`config.mk`:
```
export PLATFORM = sky130hd
export DESIGN_NAME = line_buf_ctrl_1bit_flat
export DESIGN_NICKNAME = d
export VERILOG_FILES = /design/src/rtl/line_buf_ctrl_1bit_pkg.sv /design/src/rtl/line_buf_ctrl_1bit_if.sv /design/src/rtl/line_buf_ctrl_1bit.sv /design/src/flat_wrapper.sv
export SDC_FILE = /design/constraint.sdc
export NUM_CORES = 1
export LEC_CHECK = 0
export ABC_AREA = 1
export ABC_CLOCK_PERIOD_IN_PS = 1700
export CORE_UTILIZATION = 25
export DETAILED_ROUTE_END_ITERATION = 12
export PLACE_DENSITY = 0.46
export SYNTH_ARGS = -nofsm -noshare
export SYNTH_HDL_FRONTEND = slang
export SYNTH_SLANG_ARGS = --single-unit
```
`constraint.sdc`:
```
create_clock -name clk -period 1.7 [get_ports clk]
set_input_delay 0.425 -clock clk [delete_from_list [all_inputs] [get_ports clk]]
set_output_delay 0.425 -clock clk [all_outputs]
set_load 0.02 [all_outputs]
```
`src/rtl/line_buf_ctrl_1bit_pkg.sv`:
```
// Shared types for the 1-bit line-buffer controller: FSM states and FIFO read latency.
package lb_pkg;

  typedef enum logic [2:0] {
    IDLE,
    LINE0,
    LINE1,
    RUN,
    FLUSH
  } lb_state_t;

  localparam int LB_RD_LAT = 1;

endpackage

```
`src/rtl/line_buf_ctrl_1bit_if.sv`:
```
// Pixel stream, FIFO ports and window outputs of the line-buffer controller.
// master = controller view, slave = surrounding fabric (FIFOs, source, kernel).
interface line_buf_ctrl_1bit_if #(
  parameter int CNT_W = 8
) ();
  logic             pix_vld;
  logic             pix_data;
  logic             pix_sof;
  logic             fifo0_wr_en;
  logic             fifo0_wr_data;
  logic             fifo0_rd_en;
  logic             fifo0_rd_data;
  logic             fifo0_rd_empty;
  logic             fifo1_wr_en;
  logic             fifo1_wr_data;
  logic             fifo1_rd_en;
  logic             fifo1_rd_data;
  logic             fifo1_rd_empty;
  logic             win_vld;
  logic             tap_new;
  logic             tap_mid;
  logic             tap_old;
  logic             busy;
  logic [CNT_W-1:0] drop_cnt;

  modport master (
    input  pix_vld, pix_data, pix_sof,
    input  fifo0_rd_data, fifo0_rd_empty, fifo1_rd_data, fifo1_rd_empty,
    output fifo0_wr_en, fifo0_wr_data, fifo0_rd_en,
    output fifo1_wr_en, fifo1_wr_data, fifo1_rd_en,
    output win_vld, tap_new, tap_mid, tap_old, busy, drop_cnt
  );

  modport slave (
    output pix_vld, pix_data, pix_sof,
    output fifo0_rd_data, fifo0_rd_empty, fifo1_rd_data, fifo1_rd_empty,
    input  fifo0_wr_en, fifo0_wr_data, fifo0_rd_en,
    input  fifo1_wr_en, fifo1_wr_data, fifo1_rd_en,
    input  win_vld, tap_new, tap_mid, tap_old, busy, drop_cnt
  );
endinterface

```
`src/rtl/line_buf_ctrl_1bit.sv`:
```
// Cascades a 1-bit pixel stream through two external line FIFOs (cur -> FIFO0 -> FIFO1)
// and emits a registered 3-row vertical tap set per pixel for the morphology kernel.
module line_buf_ctrl_1bit
  import lb_pkg::*;
#(
  parameter int IMG_WIDTH  = 1280,
  parameter int IMG_HEIGHT = 720,
  parameter int CNT_W      = 8
) (
  input logic                  clk,
  input logic                  rst,
  line_buf_ctrl_1bit_if.master bus
);

  localparam int COL_W  = (IMG_WIDTH  > 1) ? $clog2(IMG_WIDTH)  : 1;
  localparam int ROW_W  = (IMG_HEIGHT > 1) ? $clog2(IMG_HEIGHT) : 1;
  localparam int STAGES = LB_RD_LAT + 1;

  lb_state_t        state, state_nxt;
  logic [COL_W-1:0] col;
  logic [ROW_W-1:0] row;
  logic [CNT_W-1:0] drop_q;
  logic [STAGES:1]  vld_pipe;
  logic             pix_d, rd0_d;
  logic             tap_new_q, tap_mid_q, tap_old_q;
  logic             vld, in_frame, flush, premature, acc, run_acc, rd0_cas;
  logic             last_col, last_pix;

  always_comb begin
    vld       = bus.pix_vld & ~rst;
    in_frame  = (state == LINE0) | (state == LINE1) | (state == RUN);
    flush     = (state == FLUSH) & ~rst;
    premature = vld & bus.pix_sof & in_frame;
    acc       = vld & (((state == IDLE) & bus.pix_sof) | (in_frame & ~bus.pix_sof));
    rd0_cas   = acc & ((state == LINE1) | (state == RUN));
    run_acc   = acc & (state == RUN);
    last_col  = (col == COL_W'(IMG_WIDTH - 1));
    last_pix  = last_col & (row == ROW_W'(IMG_HEIGHT - 1));
  end

  assign bus.fifo0_wr_en   = acc;
  assign bus.fifo0_wr_data = bus.pix_data;
  assign bus.fifo0_rd_en   = rd0_cas | (flush & ~bus.fifo0_rd_empty);
  assign bus.fifo1_rd_en   = run_acc | (flush & ~bus.fifo1_rd_empty);
  // The row leaving FIFO0 becomes the row entering FIFO1 once its data lands.
  assign bus.fifo1_wr_en   = rd0_d & (state != FLUSH) & ~rst;
  assign bus.fifo1_wr_data = bus.fifo0_rd_data;
  assign bus.win_vld       = vld_pipe[STAGES];
  assign bus.tap_new       = tap_new_q;
  assign bus.tap_mid       = tap_mid_q;
  assign bus.tap_old       = tap_old_q;
  assign bus.busy          = (state != IDLE);
  assign bus.drop_cnt      = drop_q;

  always_comb begin
    state_nxt = state;
    case (state)
      IDLE:  if (acc) state_nxt = LINE0;
      LINE0: if (premature) state_nxt = FLUSH;
             else if (acc && last_col) state_nxt = LINE1;
      LINE1: if (premature) state_nxt = FLUSH;
             else if (acc && last_col) state_nxt = RUN;
      RUN:   if (premature || (acc && last_pix)) state_nxt = FLUSH;
      FLUSH: if (bus.fifo0_rd_empty && bus.fifo1_rd_empty) state_nxt = IDLE;
      default: state_nxt = IDLE;
    endcase
  end

  always_ff @(posedge clk) begin
    if (rst) begin
      state     <= IDLE;
      col       <= '0;
      row       <= '0;
      drop_q    <= '0;
      vld_pipe  <= '0;
      pix_d     <= 1'b0;
      rd0_d     <= 1'b0;
      tap_new_q <= 1'b0;
      tap_mid_q <= 1'b0;
      tap_old_q <= 1'b0;
    end else begin
      state    <= state_nxt;
      rd0_d    <= rd0_cas;
      vld_pipe <= {vld_pipe[STAGES-1:1], run_acc};
      if (run_acc) pix_d <= bus.pix_data;
      // FIFO read data is valid one cycle after the read, aligned with pix_d.
      if (vld_pipe[STAGES-1]) begin
        tap_new_q <= pix_d;
        tap_mid_q <= bus.fifo0_rd_data;
        tap_old_q <= bus.fifo1_rd_data;
      end
      if (acc) begin
        if (state == IDLE) begin
          col <= COL_W'(1);
          row <= '0;
        end else if (last_col) begin
          col <= '0;
          row <= last_pix ? '0 : row + ROW_W'(1);
        end else begin
          col <= col + COL_W'(1);
        end
      end
      if ((premature || (vld && state == FLUSH)) && drop_q != {CNT_W{1'b1}})
        drop_q <= drop_q + CNT_W'(1);
    end
  end

endmodule
```
`src/flat_wrapper.sv`:
```
// flat-port wrapper written by rule: the top's interface ports become plain ports
module line_buf_ctrl_1bit_flat import lb_pkg::*;
#(
  parameter int IMG_WIDTH  = 1280,
  parameter int IMG_HEIGHT = 720,
  parameter int CNT_W      = 8
)
  (clk, rst, bus_pix_vld, bus_pix_data, bus_pix_sof, bus_fifo0_rd_data, bus_fifo0_rd_empty, bus_fifo1_rd_data, bus_fifo1_rd_empty, bus_fifo0_wr_en, bus_fifo0_wr_data, bus_fifo0_rd_en, bus_fifo1_wr_en, bus_fifo1_wr_data, bus_fifo1_rd_en, bus_win_vld, bus_tap_new, bus_tap_mid, bus_tap_old, bus_busy, bus_drop_cnt);
  line_buf_ctrl_1bit_if #(.CNT_W(CNT_W)) bus_i ();
  input logic clk;
  input logic rst;
  input wire logic [$bits(bus_i.pix_vld)-1:0] bus_pix_vld;
  input wire logic [$bits(bus_i.pix_data)-1:0] bus_pix_data;
  input wire logic [$bits(bus_i.pix_sof)-1:0] bus_pix_sof;
  input wire logic [$bits(bus_i.fifo0_rd_data)-1:0] bus_fifo0_rd_data;
  input wire logic [$bits(bus_i.fifo0_rd_empty)-1:0] bus_fifo0_rd_empty;
  input wire logic [$bits(bus_i.fifo1_rd_data)-1:0] bus_fifo1_rd_data;
  input wire logic [$bits(bus_i.fifo1_rd_empty)-1:0] bus_fifo1_rd_empty;
  output wire logic [$bits(bus_i.fifo0_wr_en)-1:0] bus_fifo0_wr_en;
  output wire logic [$bits(bus_i.fifo0_wr_data)-1:0] bus_fifo0_wr_data;
  output wire logic [$bits(bus_i.fifo0_rd_en)-1:0] bus_fifo0_rd_en;
  output wire logic [$bits(bus_i.fifo1_wr_en)-1:0] bus_fifo1_wr_en;
  output wire logic [$bits(bus_i.fifo1_wr_data)-1:0] bus_fifo1_wr_data;
  output wire logic [$bits(bus_i.fifo1_rd_en)-1:0] bus_fifo1_rd_en;
  output wire logic [$bits(bus_i.win_vld)-1:0] bus_win_vld;
  output wire logic [$bits(bus_i.tap_new)-1:0] bus_tap_new;
  output wire logic [$bits(bus_i.tap_mid)-1:0] bus_tap_mid;
  output wire logic [$bits(bus_i.tap_old)-1:0] bus_tap_old;
  output wire logic [$bits(bus_i.busy)-1:0] bus_busy;
  output wire logic [$bits(bus_i.drop_cnt)-1:0] bus_drop_cnt;
  assign bus_i.pix_vld = bus_pix_vld;
  assign bus_i.pix_data = bus_pix_data;
  assign bus_i.pix_sof = bus_pix_sof;
  assign bus_i.fifo0_rd_data = bus_fifo0_rd_data;
  assign bus_i.fifo0_rd_empty = bus_fifo0_rd_empty;
  assign bus_i.fifo1_rd_data = bus_fifo1_rd_data;
  assign bus_i.fifo1_rd_empty = bus_fifo1_rd_empty;
  assign bus_fifo0_wr_en = bus_i.fifo0_wr_en;
  assign bus_fifo0_wr_data = bus_i.fifo0_wr_data;
  assign bus_fifo0_rd_en = bus_i.fifo0_rd_en;
  assign bus_fifo1_wr_en = bus_i.fifo1_wr_en;
  assign bus_fifo1_wr_data = bus_i.fifo1_wr_data;
  assign bus_fifo1_rd_en = bus_i.fifo1_rd_en;
  assign bus_win_vld = bus_i.win_vld;
  assign bus_tap_new = bus_i.tap_new;
  assign bus_tap_mid = bus_i.tap_mid;
  assign bus_tap_old = bus_i.tap_old;
  assign bus_busy = bus_i.busy;
  assign bus_drop_cnt = bus_i.drop_cnt;
  line_buf_ctrl_1bit #(.IMG_WIDTH(IMG_WIDTH), .IMG_HEIGHT(IMG_HEIGHT), .CNT_W(CNT_W)) u_core (.clk(clk), .rst(rst), .bus(bus_i));
endmodule
```
==> flow_metrics.env, run 1 <==
export IMPL_status="finished with violations"
export IMPL_violations="negative setup slack"
export IMPL_dieArea_sq_um=8764
export IMPL_crit_buf_inv=2
export IMPL_vdd_drop_max_uv=348.2
export IMPL_power_density_nw_per_um2=959.9
export IMPL_dp_slack_ps=-906.2
export IMPL_port_buffers=27
export IMPL_synth_top_family_by_area="simple AND/OR/NAND/NOR gates"
export IMPL_finalHoldViolCount=0
export IMPL_fmax_ghz=0.5305
export IMPL_synth_top_area_cell="dfxtp_1"
export IMPL_cp_depth=7
export IMPL_wl_mm=5.499
export IMPL_finalClockSkew_ps=8.843
export IMPL_slew_violations=0
export IMPL_die_y_microns=93.62
export IMPL_synth_fp_nets=306
export IMPL_slew_headroom=0.7489
export IMPL_min_path_cells=2
export IMPL_hpwlAfterDp_mm=4.123
export IMPL_tightest_slew_ps=375.3
export IMPL_clock_path_buffers=2
export IMPL_area_growth_pct=51.34
export IMPL_synthSimpleGateAreaFrac=0.3655
export IMPL_synthTopCellsByCount="49 x nand2_1, 45 x nor2_1, 39 x dfxtp_1"
export IMPL_viasPerCell=4.351
export IMPL_regArea_sq_um=788.3
export IMPL_routedWlPerCell_microns=11.41
export IMPL_synth_cells=294
export IMPL_path_cells="nor2_4, nand2_4, nand2_2, nand3b_1, buf_4, o22ai_4, buf_6"
export IMPL_hold_path_class="reg2reg"
export IMPL_grt_use_total=0.1344
export IMPL_dr_first_iter_drc_count=47
export IMPL_cts_root_buf="clkbuf_8"
export IMPL_synth_top_cell_area_share=0.3721
export IMPL_synth_warnings=0
export IMPL_end_kind="primary output"
export IMPL_critPathMaxStageDelay_ps=350
export IMPL_grt_max_degree=14
export IMPL_grt_pass1_wl_mm=9.335
export IMPL_fin_crit_sh=1.109
export IMPL_grt_pass1_vias=1979
export IMPL_synthXorXnorAreaFrac=0.02504
export IMPL_numCtsBuffers=5
export IMPL_row_count=33
export IMPL_rsz0062_at_grt="true"
export IMPL_maxCapViolations=0
export IMPL_layout_min_cycle_time_ps=1885
export IMPL_cp_top_family="simple AND/OR/NAND/NOR gates"
export IMPL_final_layout_size_suffix_gt1_frac=0.3369
export IMPL_synth_ff_latch_count=39
export IMPL_synth_edf_count=0
export IMPL_syn_area_sq_um=2098
export IMPL_cts_tree="yes"
export IMPL_initial_core_util=0.2567
export IMPL_synth_cell_types=40
export IMPL_synthMostInstantiatedCell="nand2_1"
export IMPL_crit_path_start_kind="flop"
export IMPL_crit_type="reg2out"
export IMPL_setup_viol=6
export IMPL_fin_ws_ps=-185.0
export IMPL_multi_input_area_sq_um=1282
export IMPL_coreArea_sq_um=8175
export IMPL_die_w_microns=93.62
export IMPL_synthArstFlopShare=0
export IMPL_synthAdderAreaFrac=0.01789
export IMPL_synth_ff_type="dfxtp_1"
export IMPL_syn_avg_cell_area_sq_um=7.137
export IMPL_fin_util=0.3884
export IMPL_cts_htree_levels=2
export IMPL_fin_nets=388
export IMPL_cellLeakagePower_nw=1.408
export IMPL_ys_seq_area_frac=0.3721
export IMPL_route_detailed_drc=0
export IMPL_cp_data_arrival_time_ps=1460
export IMPL_firstDrtPassIters=4
export IMPL_clkLatencyLatePin_ps=300
export IMPL_path_max_fanout=3
export IMPL_place_gp_congestion=0.7859
export IMPL_grt_ovfl_total=0
export IMPL_path_clk_slew_ps=80
export IMPL_antenna_cells=0
export IMPL_fillers=883
export IMPL_synthMuxAreaShare=0
export IMPL_num_io_pins=28
export IMPL_slowest_stage="dfxtp_2"
export IMPL_ant_nets=0
export IMPL_r2r_cells=9
export IMPL_ys_top_cells_by_area="dfxtp_1 37%, nand2_1 8.8%, nor2_1 8.1%"
export IMPL_antenna_found_initial=0
export IMPL_synth_compound_area_frac=0.1210
export IMPL_vias=2097
export IMPL_cts_sinks=39
export IMPL_critPathRequiredTime_ps=1270
==> final cells by class <==
class	instances	area share
Multi-Input combinational cell	209	0.4039
Sequential cell	39	0.2482
Timing Repair Buffer	83	0.2206
Inverter	38	0.05043
Tap cell	105	0.04137
Clock buffer	5	0.02167
Clock inverter	3	0.01379
==> cells in the final DEF (no fill, tap or decap), types with 4 or more instances in the layout <==
master,n
a21oi_1,16
nand2_1,45
clkdlybuf4s50_1,6
buf_4,51
xor2_1,5
nand4_1,6
o21ai_1,7
nor3b_2,4
nand2_4,7
nand2_2,4
buf_6,8
o21ai_0,9
dlygate4sd2_1,12
nand3_1,18
o21ai_2,4
dfxtp_1,35
nor2_1,40
nor2_2,5
inv_1,31
clkbuf_8,5
==> per-layer routing <==
metal / GRT usage / wire (microns)
met3: 0.02683 / 95
met2: 0.2200 / 2643
met4: 0.04359 / 76
met1: 0.1759 / 2684
met5: 0 / 0
==> report_power, final <==
part / switching, mW / internal (mW) / leakage [nW]
clock: 0.350 / 0.437 / 0.0581
sequential: 0.0470 / 0.966 / 0.317
combinational: 0.683 / 0.564 / 1.03
total: 1.08 / 1.97 / 1.41
==> state kept, by name, summed over array words and instances (netlist names) <==
register	count
u_core.bus.tap_mid	1
u_core.bus.tap_new	1
u_core.bus.tap_old	1
u_core.pix_d	1
u_core.col	11
u_core.rd0_d	1
u_core.vld_pipe	2
u_core.row	10
u_core.state	3
u_core.bus.drop_cnt	8
==> tightest hold or removal path: cells and delay by family (launching register included) <==
family	cells	cell delay (ps)
AO/OA/AOI/OAI	1	50
flip-flops	1	330
AND/OR/NAND/NOR	1	70
==> logic make-up after synthesis <==
logic type	Yosys count
simple gates	154
compound gates	46
flops	39
fa+ha+maj	3
buf+inv	46
xor+xnor	6
==> per-stage QoR <==
stage | hold slack (ps) | power, mW | instances | cell area (sq um) | TNS (ps)
after detailed placement | 480.1 | 2.049 | 464 | 2798 | -17820
after CTS | 498.7 | 2.938 | 477 | 2994 | -725.6
after floorplan | 449.5 | 1.604 | 294 | 2108 | -72.32
after global routing | 523.2 | 3.250 | 482 | 3176 | -1835
after global placement | 478.2 | 2.058 | 464 | 2798 | -17180
final | 493.5 | 3.048 | 482 | 3176 | -689.7
==> timing repair <==
item                       CTS  global route
setup buffers                5             5
gates resized for setup     57            41
pin swaps                    7            11
setup endpoints to repair   44            30
hold buffers                 0             0
==> final timing paths <==
path	from	slack, ps	endpoint
hold reg to reg	u_core.bus.drop_cnt[7]	490	u_core.bus.drop_cnt[7]
setup / recovery	u_core.state[0]	-190	bus_fifo0_rd_en
setup reg to reg	u_core.state[0]	-30	u_core.col[7]
hold / removal	u_core.bus.drop_cnt[7]	490	u_core.bus.drop_cnt[7]
No activity file was read; power rests on OpenSTA's default activity.
==> inputs of run 2 (changes only) <==
--- a/config.mk
+++ b/config.mk
@@ -13,3 +13,4 @@
 export SYNTH_ARGS = -nofsm -noshare
 export SYNTH_HDL_FRONTEND = slang
 export SYNTH_SLANG_ARGS = --single-unit
+export TNS_END_PERCENT = 5
==> run 2 against run 1 <==
Against the previous run: global-route usage is 0.22 points lower; register-to-register slack improved by 20 ps; routed wire length is 2.8% lower; via count down 0.48%; clock skew down 0.50 ps; design area shrank 5.2%; sequential cell count is the same; combinational power down 14%; sequential share of layout area increased by 1.3 points; the flow still finishes with violations (negative setup slack); critical path depth is the same; largest power group unchanged.
==> flow_metrics.env, run 2 (synthesis results as in run 1) <==
export IMPL_fmax_ghz=0.5296
export IMPL_dr_first_iter_drc_count=54
export IMPL_finalHoldViolCount=0
export IMPL_sw_frac_of_total=0.3486
export IMPL_vias=2087
export IMPL_regMostFlops="u_core.col"
export IMPL_layout_min_cycle_time_ps=1888
export IMPL_grt_max_degree=14
export IMPL_grt_pass1_wl_mm=9.218
export IMPL_fin_crit_sh=1.111
export IMPL_critPathMaxStageDelay_ps=350
export IMPL_wl_mm=5.345
export IMPL_clock_path_buffers=2
export IMPL_grt_pass1_vias=1973
export IMPL_hold_path_class="reg2reg"
export IMPL_final_common_cell="buf_4"
export IMPL_row_count=33
export IMPL_viasPerCell=4.384
export IMPL_p_comb_frac=0.376
export IMPL_tightest_slew_ps=274.3
export IMPL_cp_top_family="simple AND/OR/NAND/NOR gates"
export IMPL_port_buffers=27
export IMPL_crit_buf_inv=2
export IMPL_p_clk_frac=0.272
export IMPL_routed_wl_met3_microns=118
export IMPL_place_gp_congestion=0.7859
export IMPL_route_detailed_drc=0
export IMPL_maxCapViolations=0
export IMPL_top_layer_used="met4"
export IMPL_cellLeakagePower_nw=1.332
export IMPL_numCtsBuffers=5
export IMPL_dp_slack_ps=-906.2
export IMPL_coreArea_sq_um=8175
export IMPL_violations="negative setup slack"
export IMPL_die_w_microns=93.62
export IMPL_status="finished with violations"
export IMPL_slew_violations=0
export IMPL_finalClockSkew_ps=8.342
export IMPL_drt_met1_wl_mm=2.644
export IMPL_clkLatencyLatePin_ps=300
export IMPL_crit_path_start_kind="flop"
export IMPL_p_switching_mw=1.004
export IMPL_initial_core_util=0.2567
export IMPL_antenna_found_initial=0
export IMPL_cts_sinks=39
export IMPL_fin_ws_ps=-188.4
export IMPL_fin_nets=382
export IMPL_die_y_microns=93.62
export IMPL_crit_type="reg2out"
export IMPL_critPathRequiredTime_ps=1270
export IMPL_grt_ovfl_total=0
export IMPL_fin_util=0.3682
export IMPL_path_cells="nor2_4, nand2_4, nand2_2, nand3b_1, buf_4, o22ai_2, buf_6"
export IMPL_slew_headroom=0.8164
export IMPL_cts_htree_levels=2
export IMPL_grt_use_total=0.1321
export IMPL_power_density_nw_per_um2=956.4
export IMPL_cts_tree="yes"
export IMPL_rsz0062_at_grt="true"
export IMPL_largest_reg_flops=11
export IMPL_path_max_fanout=3
export IMPL_dieArea_sq_um=8764
export IMPL_setup_viol=5
export IMPL_final_layout_size_suffix_gt1_frac=0.2857
export IMPL_firstDrtPassIters=4
export IMPL_antenna_cells=0
export IMPL_ant_nets=0
export IMPL_postCtsHoldBufs=0
export IMPL_hpwlAfterDp_mm=4.123
export IMPL_end_kind="primary output"
export IMPL_seq_power_share=0.352
export IMPL_wl_met2_mm=2.483
export IMPL_layout_common_cells="49 x buf_4, 46 x nand2_1, 42 x nor2_1, 36 x dfxtp_1, 32 x inv_1"
export IMPL_cts_root_buf="clkbuf_8"
export IMPL_num_io_pins=28
export IMPL_routedWlPerCell_microns=11.23
export IMPL_vdd_drop_max_uv=343.9
export IMPL_path_clk_slew_ps=80
export IMPL_p_int_mw=1.875
export IMPL_slowest_stage="dfxtp_2"
export IMPL_area_growth_pct=43.47
export IMPL_cp_data_arrival_time_ps=1460
export IMPL_rrSetupSlack_ps=-10
[run 2: cell types whose count changed in the layout (fill, tap and decap cells not counted), sizes merged]
cell	change
buf	-6
[run 2: timing repair]
action | CTS | global route
endpoints found under the setup margin | 44 | 30
gates resized for setup | 47 | 25
setup buffers | 2 | 2
hold endpoints to repair | 0 | 0
pin swaps | 3 | 3
[run 2: power by group through the flow]
stage | Combinational, mW | Sequential, mW | Clock, mW
after global routing | 1.21 | 1.02 | 0.853
final | 1.08 | 1.01 | 0.784
after floorplan | 0.580 | 1.02 | 0
after global placement | 1.04 | 1.02 | 0
after detailed placement | 1.03 | 1.02 | 0
after CTS | 1.03 | 1.01 | 0.824
[run 2: area by class of cell]
type	count	area (sq um)
flip-flops and latches	39	787.0
clock buffers	5	68.82
fillers	903	5165
clock inverters	3	43.79
well taps	105	131.4
repair buffers	77	640.6
inverters	38	157.7
multi-input cells	209	1181
[run 2: worst min-delay path: stages (launching register included)]
cell     delay, ps
dfxtp_1        330
nand3_1         80
nand2_1         40
[run 2: metrics by stage]
step	TNS, ps	cell area [sq um]	std cells	hold WS (ps)	power, mW
finish	-503.1	3010	476	493.2	2.879
global route	-1427	3010	476	524.8	3.077
CTS	-797.1	2937	474	498.7	2.860
detailed placement	-17820	2798	464	480.1	2.049
global placement	-17180	2798	464	478.2	2.058
floorplan	-72.32	2108	294	449.5	1.604
[run 2: metal layers]
layer | global-route usage | vias to the layer above
met4 | 0.04359 | 0
met2 | 0.2157 | 23
met3 | 0.02683 | 8
met1 | 0.1729 | 950
met5 | 0 | -
li1 | - | 1106
[run 2: path summary, 6_finish.rpt]
check	from	end	cells past startpoint
worst min-delay path	u_core.row[1]	u_core.row[1]	2
worst min register to register	u_core.row[1]	u_core.row[1]	2
worst max-delay path	u_core.state[0]	bus_fifo0_rd_en	7
worst max register to register	u_core.col[0]	u_core.state[1]	9
==> inputs of run 3 (changes only) <==
--- a/config.mk
+++ b/config.mk
@@ -7,9 +7,9 @@
 export LEC_CHECK = 0
 export ABC_AREA = 1
 export ABC_CLOCK_PERIOD_IN_PS = 1700
-export CORE_UTILIZATION = 25
+export CORE_UTILIZATION = 49
 export DETAILED_ROUTE_END_ITERATION = 12
-export PLACE_DENSITY = 0.46
+export PLACE_DENSITY = 0.77
 export SYNTH_ARGS = -nofsm -noshare
 export SYNTH_HDL_FRONTEND = slang
 export SYNTH_SLANG_ARGS = --single-unit
==> run 3 against run 2 <==
Against the previous run: critical endpoint unchanged; combinational power decreased by 7%; register-to-register slack better by 50 ps; the run still ends with negative setup slack left; highest routed layer unchanged; clock power fell by 21%; sequential cell count unchanged.
==> flow_metrics.env, run 3 (synthesis results as in run 1) <==
export IMPL_use_met3=0.04561
export IMPL_numCtsBuffers=5
export IMPL_wl_mm=5.000
export IMPL_hold_path_class="reg2reg"
export IMPL_grt_use_total=0.2356
export IMPL_port_buffers=27
export IMPL_p_clk_frac=0.235
export IMPL_dpl_instance_area_sq_um=2691
export IMPL_p_comb_frac=0.378
export IMPL_route_detailed_drc=0
export IMPL_fmax_ghz=0.5376
export IMPL_clock_path_buffers=2
export IMPL_dieArea_sq_um=4548
export IMPL_path_clk_slew_ps=70
export IMPL_multi_input_area_sq_um=1204
export IMPL_cp_top_family="simple AND/OR/NAND/NOR gates"
export IMPL_design_area_sq_um=2883
export IMPL_clkLatencyLatePin_ps=290
export IMPL_crit_buf_inv=2
export IMPL_cellLeakagePower_nw=1.263
export IMPL_critPathMaxStageDelay_ps=360
export IMPL_crit_path_start_kind="flop"
export IMPL_firstDrtPassIters=4
export IMPL_setup_viol=4
export IMPL_sw_frac_of_total=0.3511
export IMPL_die_w_microns=67.44
export IMPL_postCtsHoldBufs=0
export IMPL_fillers=337
export IMPL_rsz0062_at_grt="true"
export IMPL_routedWlPerCell_microns=12.11
export IMPL_path_max_fanout=3
export IMPL_path_cells="nor2_4, nand2_4, nand2_2, nand3b_1, buf_4, o22ai_2, buf_6"
export IMPL_viasPerCell=5.029
export IMPL_grt_pass1_vias=1780
export IMPL_grt_max_degree=12
export IMPL_cts_sinks=39
export IMPL_grt_pass1_wl_mm=7.962
export IMPL_regArea_sq_um=789.5
export IMPL_critPathRequiredTime_ps=1270
export IMPL_dp_slack_ps=-799.2
export IMPL_p_switching_mw=0.9268
export IMPL_p_int_mw=1.713
export IMPL_cp_data_arrival_time_ps=1440
export IMPL_area_growth_pct=37.39
export IMPL_fin_crit_sh=1.094
export IMPL_maxCapViolations=0
export IMPL_antenna_found_initial=0
export IMPL_layout_min_cycle_time_ps=1860
export IMPL_status="finished with violations"
export IMPL_end_kind="primary output"
export IMPL_largest_reg_flops=11
export IMPL_crit_type="reg2out"
export IMPL_dr_first_iter_drc_count=119
export IMPL_finalClockSkew_ps=3.377
export IMPL_final_common_cell="nand2_1"
export IMPL_fin_nets=375
export IMPL_hpwlAfterDp_mm=3.660
export IMPL_cts_root_buf="clkbuf_8"
export IMPL_vias=2077
export IMPL_slew_violations=0
export IMPL_initial_core_util=0.5171
export IMPL_grt_ovfl_total=0
export IMPL_place_gp_congestion=0.8555
export IMPL_final_layout_size_suffix_gt1_frac=0.2810
export IMPL_coreArea_sq_um=4058
export IMPL_finalHoldViolCount=0
export IMPL_die_y_microns=67.44
export IMPL_cts_htree_levels=2
export IMPL_met2_usage=0.3750
export IMPL_tightest_slew_ps=359.8
export IMPL_grt_busiest_layer="met2"
export IMPL_slew_headroom=0.7593
export IMPL_power_density_nw_per_um2=915.6
export IMPL_layout_common_cells="46 x nand2_1, 42 x buf_4, 41 x nor2_1, 36 x dfxtp_1, 32 x inv_1"
export IMPL_fin_ws_ps=-160.2
export IMPL_cts_tree="yes"
export IMPL_row_count=23
export IMPL_seq_power_share=0.387
export IMPL_antenna_cells=0
export IMPL_slowest_stage="dfxtp_4"
export IMPL_ant_nets=0
export IMPL_violations="negative setup slack"
export IMPL_num_io_pins=28
export IMPL_regMostFlops="u_core.col"
export IMPL_vdd_drop_max_uv=893.8
export IMPL_use_met1=0.3118
## run 3: cell count changes in the layout (fill, tap and decap cells not counted), moves of 2 or more
| cell | before | now |
|---|---|---|
| buf_4 | 49 | 42 |
| clkdlybuf4s50_1 | 6 | 8 |
| inv_4 | 0 | 2 |
| clkinv_4 | 3 | 1 |
## run 3: final cells by class
type	instances	area share
clock buffers	6	0.02865
multi-input cells	209	0.4175
clock inverters	1	0.001736
inverters	38	0.05295
repair buffers	70	0.2036
well taps	50	0.02170
flip-flops and latches	39	0.2739
## run 3: worst min-delay path, delay by kind of cell, from the launching register on
family	cells	cell delay, ps
AOI/OAI and AO/OA	1	50
and+or+nand+nor	1	60
DFF	1	320
## run 3: per-stage QoR
step	power, mW	hold slack (ps)	utilization	std cells	setup TNS [ps]
2_1_floorplan	1.604	449.5	-	294	-72.32
3_3_place_gp	1.969	467.8	0.6633	404	-16100
5_1_grt	2.809	512.3	0.7105	413	-1593
6_report	2.639	482.7	0.7105	413	-494.2
4_1_cts	2.594	488.3	0.6873	413	-655.0
3_5_place_dp	1.980	476.5	0.6633	404	-16990
## run 3: path summary, 6_finish.rpt
kind                               start                     end  slack [ps]  cells past startpoint
setup / recovery         u_core.state[0]         bus_fifo0_rd_en        -160                      7
hold / removal    u_core.bus.drop_cnt[7]  u_core.bus.drop_cnt[7]         480                      2
setup reg to reg         u_core.state[0]           u_core.col[7]          40                      9
hold reg to reg   u_core.bus.drop_cnt[7]  u_core.bus.drop_cnt[7]         480                      2
## run 3: what timing repair did
| action | CTS | global route |
|---|---|---|
| setup buffers | 2 | 0 |
| cloned | 0 | 0 |
| resized for setup | 40 | 28 |
| setup endpoints to repair | 42 | 30 |
| pin swaps | 2 | 6 |
## run 3: metal layers
| layer | part of all wire | up-vias |
|---|---|---|
| met5 | 0 | - |
| met4 | 0.015 | 0 |
| met3 | 0.032 | 7 |
| met2 | 0.47 | 37 |
| met1 | 0.48 | 929 |
| li1 | - | 1104 |
## run 3: power by group through the flow
stage | combinational [mW] | sequential, mW | clock [mW]
after floorplan | 0.580 | 1.02 | 0
after global placement | 0.946 | 1.02 | 0
after detailed placement | 0.952 | 1.03 | 0
after CTS | 0.948 | 1.01 | 0.634
after global routing | 1.09 | 1.03 | 0.687
final | 0.999 | 1.02 | 0.619
